[src/rtl/adder_pkg.sv]
`default_nettype none
// +--------------------------------------------------------------------------+
// | Module   : adder_pkg                                                      |
// | Brief    : Shared types and constants for the adder result datapath.      |
// | Revision : 1.0                                                            |
// +--------------------------------------------------------------------------+
package adder_pkg;

    localparam int ADD_RES_W   = 5;
    localparam int ADD_RES_MAX = 30;

    typedef enum logic [0:0] {
        ACCUM = 1'b0,
        DONE  = 1'b1
    } acc_state_t;

    // Adder result as an unsigned beat value: carry-out is the MSB.
    function automatic logic [ADD_RES_W-1:0] beat_value(input logic cout,
                                                        input logic [3:0] sum);
        return {cout, sum};
    endfunction

endpackage
`default_nettype wire

[src/rtl/sat_accum_reg.sv]
`default_nettype none
// +--------------------------------------------------------------------------+
// | Module   : sat_accum_reg                                                  |
// | Brief    : Saturating accumulate register with clear and sticky overflow.|
// | Revision : 1.0                                                            |
// +--------------------------------------------------------------------------+
module sat_accum_reg
    import adder_pkg::*;
#(
    parameter int ACC_W = 12
) (
    input  logic                 clk,
    input  logic                 rst_n,
    input  logic                 i_clear,
    input  logic                 i_add_en,
    input  logic [ADD_RES_W-1:0] i_value,
    output logic [ACC_W-1:0]     o_acc_next,
    output logic                 o_ovf_next
);

    localparam logic [ACC_W-1:0] c_acc_max = '1;

    logic [ACC_W-1:0] r_acc_q;
    logic [ACC_W-1:0] w_acc_d;
    logic             r_ovf_q;
    logic             w_ovf_d;
    logic [ACC_W:0]   w_sum;
    logic             w_sat;

    // One extra bit of headroom: acc <= max and value <= 31 can never wrap it.
    always_comb begin
        w_sum = {1'b0, r_acc_q} + {{(ACC_W + 1 - ADD_RES_W){1'b0}}, i_value};
        w_sat = w_sum[ACC_W];
    end

    always_comb begin
        o_acc_next = r_acc_q;
        o_ovf_next = r_ovf_q;
        if (i_add_en) begin
            o_acc_next = w_sat ? c_acc_max : w_sum[ACC_W-1:0];
            o_ovf_next = r_ovf_q | w_sat;
        end
    end

    always_comb begin
        w_acc_d = o_acc_next;
        w_ovf_d = o_ovf_next;
        if (i_clear) begin
            w_acc_d = '0;
            w_ovf_d = 1'b0;
        end
    end

    always_ff @(posedge clk or negedge rst_n) begin
        if (!rst_n) begin
            r_acc_q <= '0;
            r_ovf_q <= 1'b0;
        end else begin
            r_acc_q <= w_acc_d;
            r_ovf_q <= w_ovf_d;
        end
    end

endmodule
`default_nettype wire

[src/rtl/adder_sum_accumulator.sv]
`default_nettype none
// +--------------------------------------------------------------------------+
// | Module   : adder_sum_accumulator                                          |
// | Brief    : Frames adder results into saturating totals on valid/ready.   |
// | Revision : 1.0                                                            |
// +--------------------------------------------------------------------------+
module adder_sum_accumulator
    import adder_pkg::*;
#(
    parameter int ACC_W     = 12,
    parameter int FRAME_LEN = 8,
    parameter int CNT_W     = $clog2(FRAME_LEN + 1)
) (
    input  logic             clk,
    input  logic             rst_n,
    input  logic             in_valid,
    output logic             in_ready,
    input  logic [3:0]       in_sum,
    input  logic             in_cout,
    input  logic             flush,
    input  logic             clear,
    output logic             out_valid,
    input  logic             out_ready,
    output logic [ACC_W-1:0] out_total,
    output logic [CNT_W-1:0] out_count,
    output logic             out_overflow
);

    localparam logic [CNT_W-1:0] c_last_cnt = CNT_W'(FRAME_LEN - 1);

    acc_state_t       r_state_q;
    acc_state_t       w_state_d;
    logic [CNT_W-1:0] r_cnt_q;
    logic [CNT_W-1:0] w_cnt_d;
    logic [CNT_W-1:0] w_cnt_post;
    logic [ACC_W-1:0] r_total_q;
    logic [ACC_W-1:0] w_total_d;
    logic [CNT_W-1:0] r_count_q;
    logic [CNT_W-1:0] w_count_d;
    logic             r_ovf_out_q;
    logic             w_ovf_out_d;

    logic             w_take;
    logic             w_last;
    logic             w_close;
    logic             w_release;
    logic             w_acc_clear;
    logic [ACC_W-1:0] w_acc_next;
    logic             w_ovf_next;

    // clear dominates everything: a coincident beat is dropped, not counted.
    always_comb begin
        w_take      = in_valid & in_ready & ~clear;
        w_cnt_post  = r_cnt_q + CNT_W'(w_take);
        w_last      = w_take & (r_cnt_q == c_last_cnt);
        w_close     = (r_state_q == ACCUM) & ~clear &
                      (w_last | (flush & (w_cnt_post != '0)));
        w_release   = (r_state_q == DONE) & out_ready & ~clear;
        w_acc_clear = clear | w_release;
    end

    sat_accum_reg #(
        .ACC_W (ACC_W)
    ) u_sat_accum_reg (
        .clk        (clk),
        .rst_n      (rst_n),
        .i_clear    (w_acc_clear),
        .i_add_en   (w_take),
        .i_value    (beat_value(in_cout, in_sum)),
        .o_acc_next (w_acc_next),
        .o_ovf_next (w_ovf_next)
    );

    always_ff @(posedge clk or negedge rst_n) begin
        if (!rst_n) begin
            r_state_q <= ACCUM;
        end else begin
            r_state_q <= w_state_d;
        end
    end

    always_comb begin
        w_state_d = r_state_q;
        if (clear) begin
            w_state_d = ACCUM;
        end else begin
            case (r_state_q)
                ACCUM:   if (w_close)   w_state_d = DONE;
                DONE:    if (out_ready) w_state_d = ACCUM;
                default: w_state_d = ACCUM;
            endcase
        end
    end

    always_comb begin
        in_ready  = 1'b0;
        out_valid = 1'b0;
        case (r_state_q)
            ACCUM:   in_ready  = 1'b1;
            DONE:    out_valid = 1'b1;
            default: in_ready  = 1'b0;
        endcase
    end

    always_comb begin
        w_cnt_d = r_cnt_q;
        if (w_acc_clear) begin
            w_cnt_d = '0;
        end else if (w_take) begin
            w_cnt_d = w_cnt_post;
        end
    end

    // Result registers capture the post-update frame state and hold in DONE.
    always_comb begin
        w_total_d   = r_total_q;
        w_count_d   = r_count_q;
        w_ovf_out_d = r_ovf_out_q;
        if (clear) begin
            w_total_d   = '0;
            w_count_d   = '0;
            w_ovf_out_d = 1'b0;
        end else if (w_close) begin
            w_total_d   = w_acc_next;
            w_count_d   = w_cnt_post;
            w_ovf_out_d = w_ovf_next;
        end
    end

    always_ff @(posedge clk or negedge rst_n) begin
        if (!rst_n) begin
            r_cnt_q     <= '0;
            r_total_q   <= '0;
            r_count_q   <= '0;
            r_ovf_out_q <= 1'b0;
        end else begin
            r_cnt_q     <= w_cnt_d;
            r_total_q   <= w_total_d;
            r_count_q   <= w_count_d;
            r_ovf_out_q <= w_ovf_out_d;
        end
    end

    assign out_total    = r_total_q;
    assign out_count    = r_count_q;
    assign out_overflow = r_ovf_out_q;

endmodule
`default_nettype wire

[config.mk]
export PLATFORM = sky130hd
export DESIGN_NAME = adder_sum_accumulator
export DESIGN_NICKNAME = d
export VERILOG_FILES = /design/src/rtl/adder_pkg.sv /design/src/rtl/sat_accum_reg.sv /design/src/rtl/adder_sum_accumulator.sv
export SDC_FILE = /design/constraint.sdc
export NUM_CORES = 1
export LEC_CHECK = 0
export BUFFER_PORTS_ARGS = -buffer_cell sky130_fd_sc_hd__clkbuf_2
export CAP_MARGIN = 40
export CORE_AREA = 2 2 75 77
export CTS_CLUSTER_DIAMETER = 80
export DETAILED_ROUTE_END_ITERATION = 6
export DIE_AREA = 0 0 77 79
export PLACE_DENSITY = 0.48
export REMOVE_ABC_BUFFERS = 1
export SLEW_MARGIN = 20
export SYNTH_ARGS = -nofsm -noshare
export SYNTH_HDL_FRONTEND = slang
export SYNTH_SLANG_ARGS = --single-unit
[constraint.sdc]
create_clock -name clk -period 3.5 [get_ports clk]
set_input_delay 0 -clock clk [delete_from_list [all_inputs] [get_ports clk]]
set_output_delay 0 -clock clk [all_outputs]
set_load 0.01 [all_outputs]
==> reports/summary.json <==
{
  "power": {
    "seqPwrFrac_pct": 51.7,
    "static-leakage-power_nw": 0.9894,
    "internal-power_w": 0.0005949,
    "pwr-share-comb_pct": 14.0,
    "netSwitchingFraction_pct": 27.30,
    "vdd_ir_drop_max_mv": 0.1612,
    "cellPowerDensity_mw_per_mm2": 391.4,
    "clock_power_share_pct": 34.2,
    "power.net_switching_w": 0.0002234
  },
  "synth": {
    "yosysUniqueCellTypes": 41,
    "synth_largest_type_area_fraction_pct": 49.58,
    "synth_async_sr_flop_share_pct": 100.0,
    "share_of_synthesized_area_occupied_by_flip_flops_and_latches_pct": 49.58,
    "syn-mean-instance-area_sq_um": 9.981,
    "netlist_instances": 177,
    "yosysTopAreaCell": "sky130_fd_sc_hd__dfrtp_1",
    "syn-cell-area_sq_mm": 0.001767,
    "synthesis.yosys.warnings": 0,
    "synth_top_flop_cell": "sky130_fd_sc_hd__dfrtp_1",
    "yosys_register_bits": 35,
    "synth_edf_count": 0,
    "leading_cell_types_by_total_area_after_synthesis": "sky130_fd_sc_hd__dfrtp_1 (50%), sky130_fd_sc_hd__nand3_1 (5.1%), sky130_fd_sc_hd__ha_1 (5.0%), sky130_fd_sc_hd__o21ai_0 (4.5%), sky130_fd_sc_hd__nor2_1 (4.0%)"
  },
  "drt": {
    "initial_drc_count": 86,
    "drt-total-wl_um": 4069,
    "detail_route.drc_violations": 0,
    "drt_pre_antenna_iters": 4,
    "drt-wirelength-per-cell_um": 14.43,
    "via_count": 1425,
    "postRouteAntennaNets": 0,
    "avgViaCountPerCell": 5.053
  },
  "placement": {
    "final_replace_weighted_congestion": 0.7746,
    "dp_hpwl_um": 3116,
    "port_buffers": 29,
    "place.detailed.instances": 273
  },
  "setup_path": {
    "endpoint_kind": "flop",
    "cpPeakStageDelay_ns": 0.57,
    "worst_setup_path_start_kind": "flop",
    "critical_path_peak_fanout": 23,
    "worst_path_max_delay_cell": "sky130_fd_sc_hd__a31oi_2",
    "arrival_ns": 3.17,
    "path_cells": "nor2_4, nand2_2, clkinv_4, ha_1, ha_1, xnor2_1, nand4_1, a31oi_2, buf_4, nand3_1, o21ai_0",
    "crit_top_cell": "sky130_fd_sc_hd__ha_1",
    "critPathKind": "flop to flop",
    "cp.required_ns": 3.70
  },
  "sta": {
    "timing.final.crit_period_ns": 2.969,
    "rsz0062_at_grt": "no",
    "achievable-frequency_mhz": 336.8,
    "setup-tns-final_ns": 0,
    "hold-worst-slack_ns": 0.01052,
    "timing.final.max_slew_violations": 0,
    "layout_worst_path_cycle_share_pct": 84.82,
    "timing.final.setup_violations": 0,
    "maxSlewHeadroom_pct": 58.79,
    "finalClockSkew_ns": 0.007852,
    "timing_worst_slew_pin_value_ns": 0.6162,
    "finalHoldViolCount": 0
  },
  "clock_network": {
    "cts-htree-levels": 2,
    "clockBufferDepth": 2,
    "clockRootBuffer": "sky130_fd_sc_hd__clkbuf_8",
    "clock-sinks": 35,
    "source_to_sink_clock_delay_at_the_later_pin_of_the_worst_skew_pair_ns": 0.28,
    "total_cts_buffers": 5,
    "clkTransAtPathRegs_ns": 0.07,
    "post_cts_buffers": 0,
    "tritoncts": "done"
  },
  "global_routing": {
    "gr-total-overflow": 0,
    "number_of_antenna_violations_at_the_first_check_in_global_routing": 0,
    "grt_max_degree": 27,
    "grt_pass1_vias": 1403,
    "grt_first_pass_wirelength_um": 6782,
    "track_usage_pct": 14.36
  },
  "min_path": {
    "hold_path_class": "input pin to flop"
  },
  "run": {
    "max-cap-violations": 0
  },
  "floorplanning": {
    "core_area_sq_mm": 0.005338,
    "die_width_um": 77,
    "num_rows": 27,
    "die-area_sq_mm": 0.006083,
    "ioPinCount": 30,
    "dieHeight_um": 79,
    "effective_utilization_at_floorplan_pct": 33.10
  },
  "layout": {
    "layout_cells_excl_fill": 282,
    "area.growth.synth_to_final_pct": 18.34,
    "layout-drive-gt1-share_pct": 23.33,
    "design.final.nets": 228,
    "diodes": 0
  },
  "status": {
    "run_status": "finished, final reports clean"
  }
}
==> power groups by stage <==
stage / registers, W / logic (W) / clock network (W)
floorplan: 0.000431 / 0.0000680 / 0
detailed placement: 0.000431 / 0.000115 / 0
global placement: 0.000431 / 0.000108 / 0
global route: 0.000425 / 0.000128 / 0.000308
finish: 0.000423 / 0.000115 / 0.000280
CTS: 0.000423 / 0.000117 / 0.000294
==> worst paths after layout <==
kind	to	cells past startpoint	slack (ns)	startpoint
min in group asynchronous	r_cnt_q[0]	2	0.13	rst_n
max in group asynchronous	out_total[2]	3	2.94	rst_n
hold reg to reg	u_sat_accum_reg.r_ovf_q	2	0.49	u_sat_accum_reg.r_ovf_q
setup reg to reg	out_total[9]	11	0.53	r_state_q
hold / removal	r_state_q	3	0.01	flush
setup / recovery	out_total[9]	11	0.53	r_state_q
==> routing by layer <==
layer	GRT usage, %	share of wire (%)	vias up
met5	0	0	-
met4	4.821	1.4	0
met3	2.955	3.6	5
met2	22.81	47	32
met1	19.68	48	690
li1	-	-	698
==> cells in the mapped netlist, types with 3 or more instances <==
master and count:
sky130_fd_sc_hd__dfrtp_1 35, sky130_fd_sc_hd__nor2_1 19, sky130_fd_sc_hd__nand3_1 18, sky130_fd_sc_hd__o21ai_0 16
sky130_fd_sc_hd__nand2_1 12, sky130_fd_sc_hd__a21oi_1 10, sky130_fd_sc_hd__ha_1 7, sky130_fd_sc_hd__o21ai_1 5
sky130_fd_sc_hd__xor2_1 4, sky130_fd_sc_hd__buf_2 3, sky130_fd_sc_hd__clkbuf_1 3, sky130_fd_sc_hd__inv_1 3
sky130_fd_sc_hd__mux2i_1 3, sky130_fd_sc_hd__nor3_1 3
==> layout by cell type, fill, tap and decap left out, types with 2 or more instances in the layout <==
cell type | netlist | layout
sky130_fd_sc_hd__a21o_1 | 2 | 2
sky130_fd_sc_hd__a21oi_1 | 10 | 10
sky130_fd_sc_hd__a31o_1 | 2 | 2
sky130_fd_sc_hd__a31o_2 | 2 | 2
sky130_fd_sc_hd__clkbuf_2 | 0 | 29
sky130_fd_sc_hd__clkbuf_8 | 0 | 5
sky130_fd_sc_hd__dfrtp_1 | 35 | 35
sky130_fd_sc_hd__ha_1 | 7 | 7
sky130_fd_sc_hd__inv_1 | 3 | 3
sky130_fd_sc_hd__mux2i_1 | 3 | 3
sky130_fd_sc_hd__nand2_1 | 12 | 12
sky130_fd_sc_hd__nand3_1 | 18 | 18
sky130_fd_sc_hd__nand3_2 | 2 | 2
sky130_fd_sc_hd__nand4_1 | 2 | 2
sky130_fd_sc_hd__nand4b_1 | 2 | 2
sky130_fd_sc_hd__nor2_1 | 19 | 19
sky130_fd_sc_hd__nor2b_1 | 2 | 2
sky130_fd_sc_hd__nor3_1 | 3 | 3
sky130_fd_sc_hd__o211a_1 | 2 | 2
sky130_fd_sc_hd__o21ai_0 | 16 | 16
sky130_fd_sc_hd__o21ai_1 | 5 | 5
sky130_fd_sc_hd__xnor2_1 | 2 | 2
sky130_fd_sc_hd__xor2_1 | 4 | 4
==> worst max-delay path, delay by kind of cell (launching register included) <==
family,cells,cell delay (ns)
compound gates,2,0.68
simple gates,4,0.55
buf+inv,2,0.49
xor+xnor,1,0.22
fa+ha+maj,2,0.47
flops,1,0.45
==> per-stage QoR <==
step	util (%)	setup WS [ns]	cell area, sq um	total power, W
after floorplan	-	0.5480	1733	0.0004993
after global routing	39.17	0.2746	2091	0.0008607
after global placement	37.01	0.6843	1976	0.0005394
after CTS	39.17	0.5443	2091	0.0008342
after detailed placement	37.39	0.5763	1996	0.0005464
final	39.17	0.5313	2091	0.0008183
==> cells by family (layout without fill, tap and decap cells) <==
kind of cell    count (synthesis)  after routing  share of synthesized area, %
mux                             3              3                         1.700
compound gates                 46             46                         16.79
flops                          35             35                         49.58
buf+inv                        12             45                         3.257
simple gates                   66             66                         18.70
xor+xnor                        7              7                         3.895
fa+ha+maj                       8              8                         6.090
==> sequential cells by signal (all words and copies together), names as in the netlist <==
| name | flops |
|---|---|
| out_count | 4 |
| u_sat_accum_reg.r_acc_q | 12 |
| r_cnt_q | 4 |
| u_sat_accum_reg.r_ovf_q | 1 |
| out_total | 12 |
| out_overflow | 1 |
| r_state_q | 1 |
==> layout make-up <==
class                   count  area [sq um]
well taps                  72         90.09
clock buffers               6         72.57
fillers                   573          3247
repair buffers             32         182.7
flip-flops and latches     35         875.8
inverters                   5         23.77
clock inverters             2         12.51
multi-input cells         130         833.3
==> repair_timing <==
item	in CTS	in global routing
hold endpoints to repair	35	0
gates resized for setup	0	0
hold buffers	1	0
endpoints found under the setup margin	0	0
Note: power is estimated with default switching activity, not from simulation.
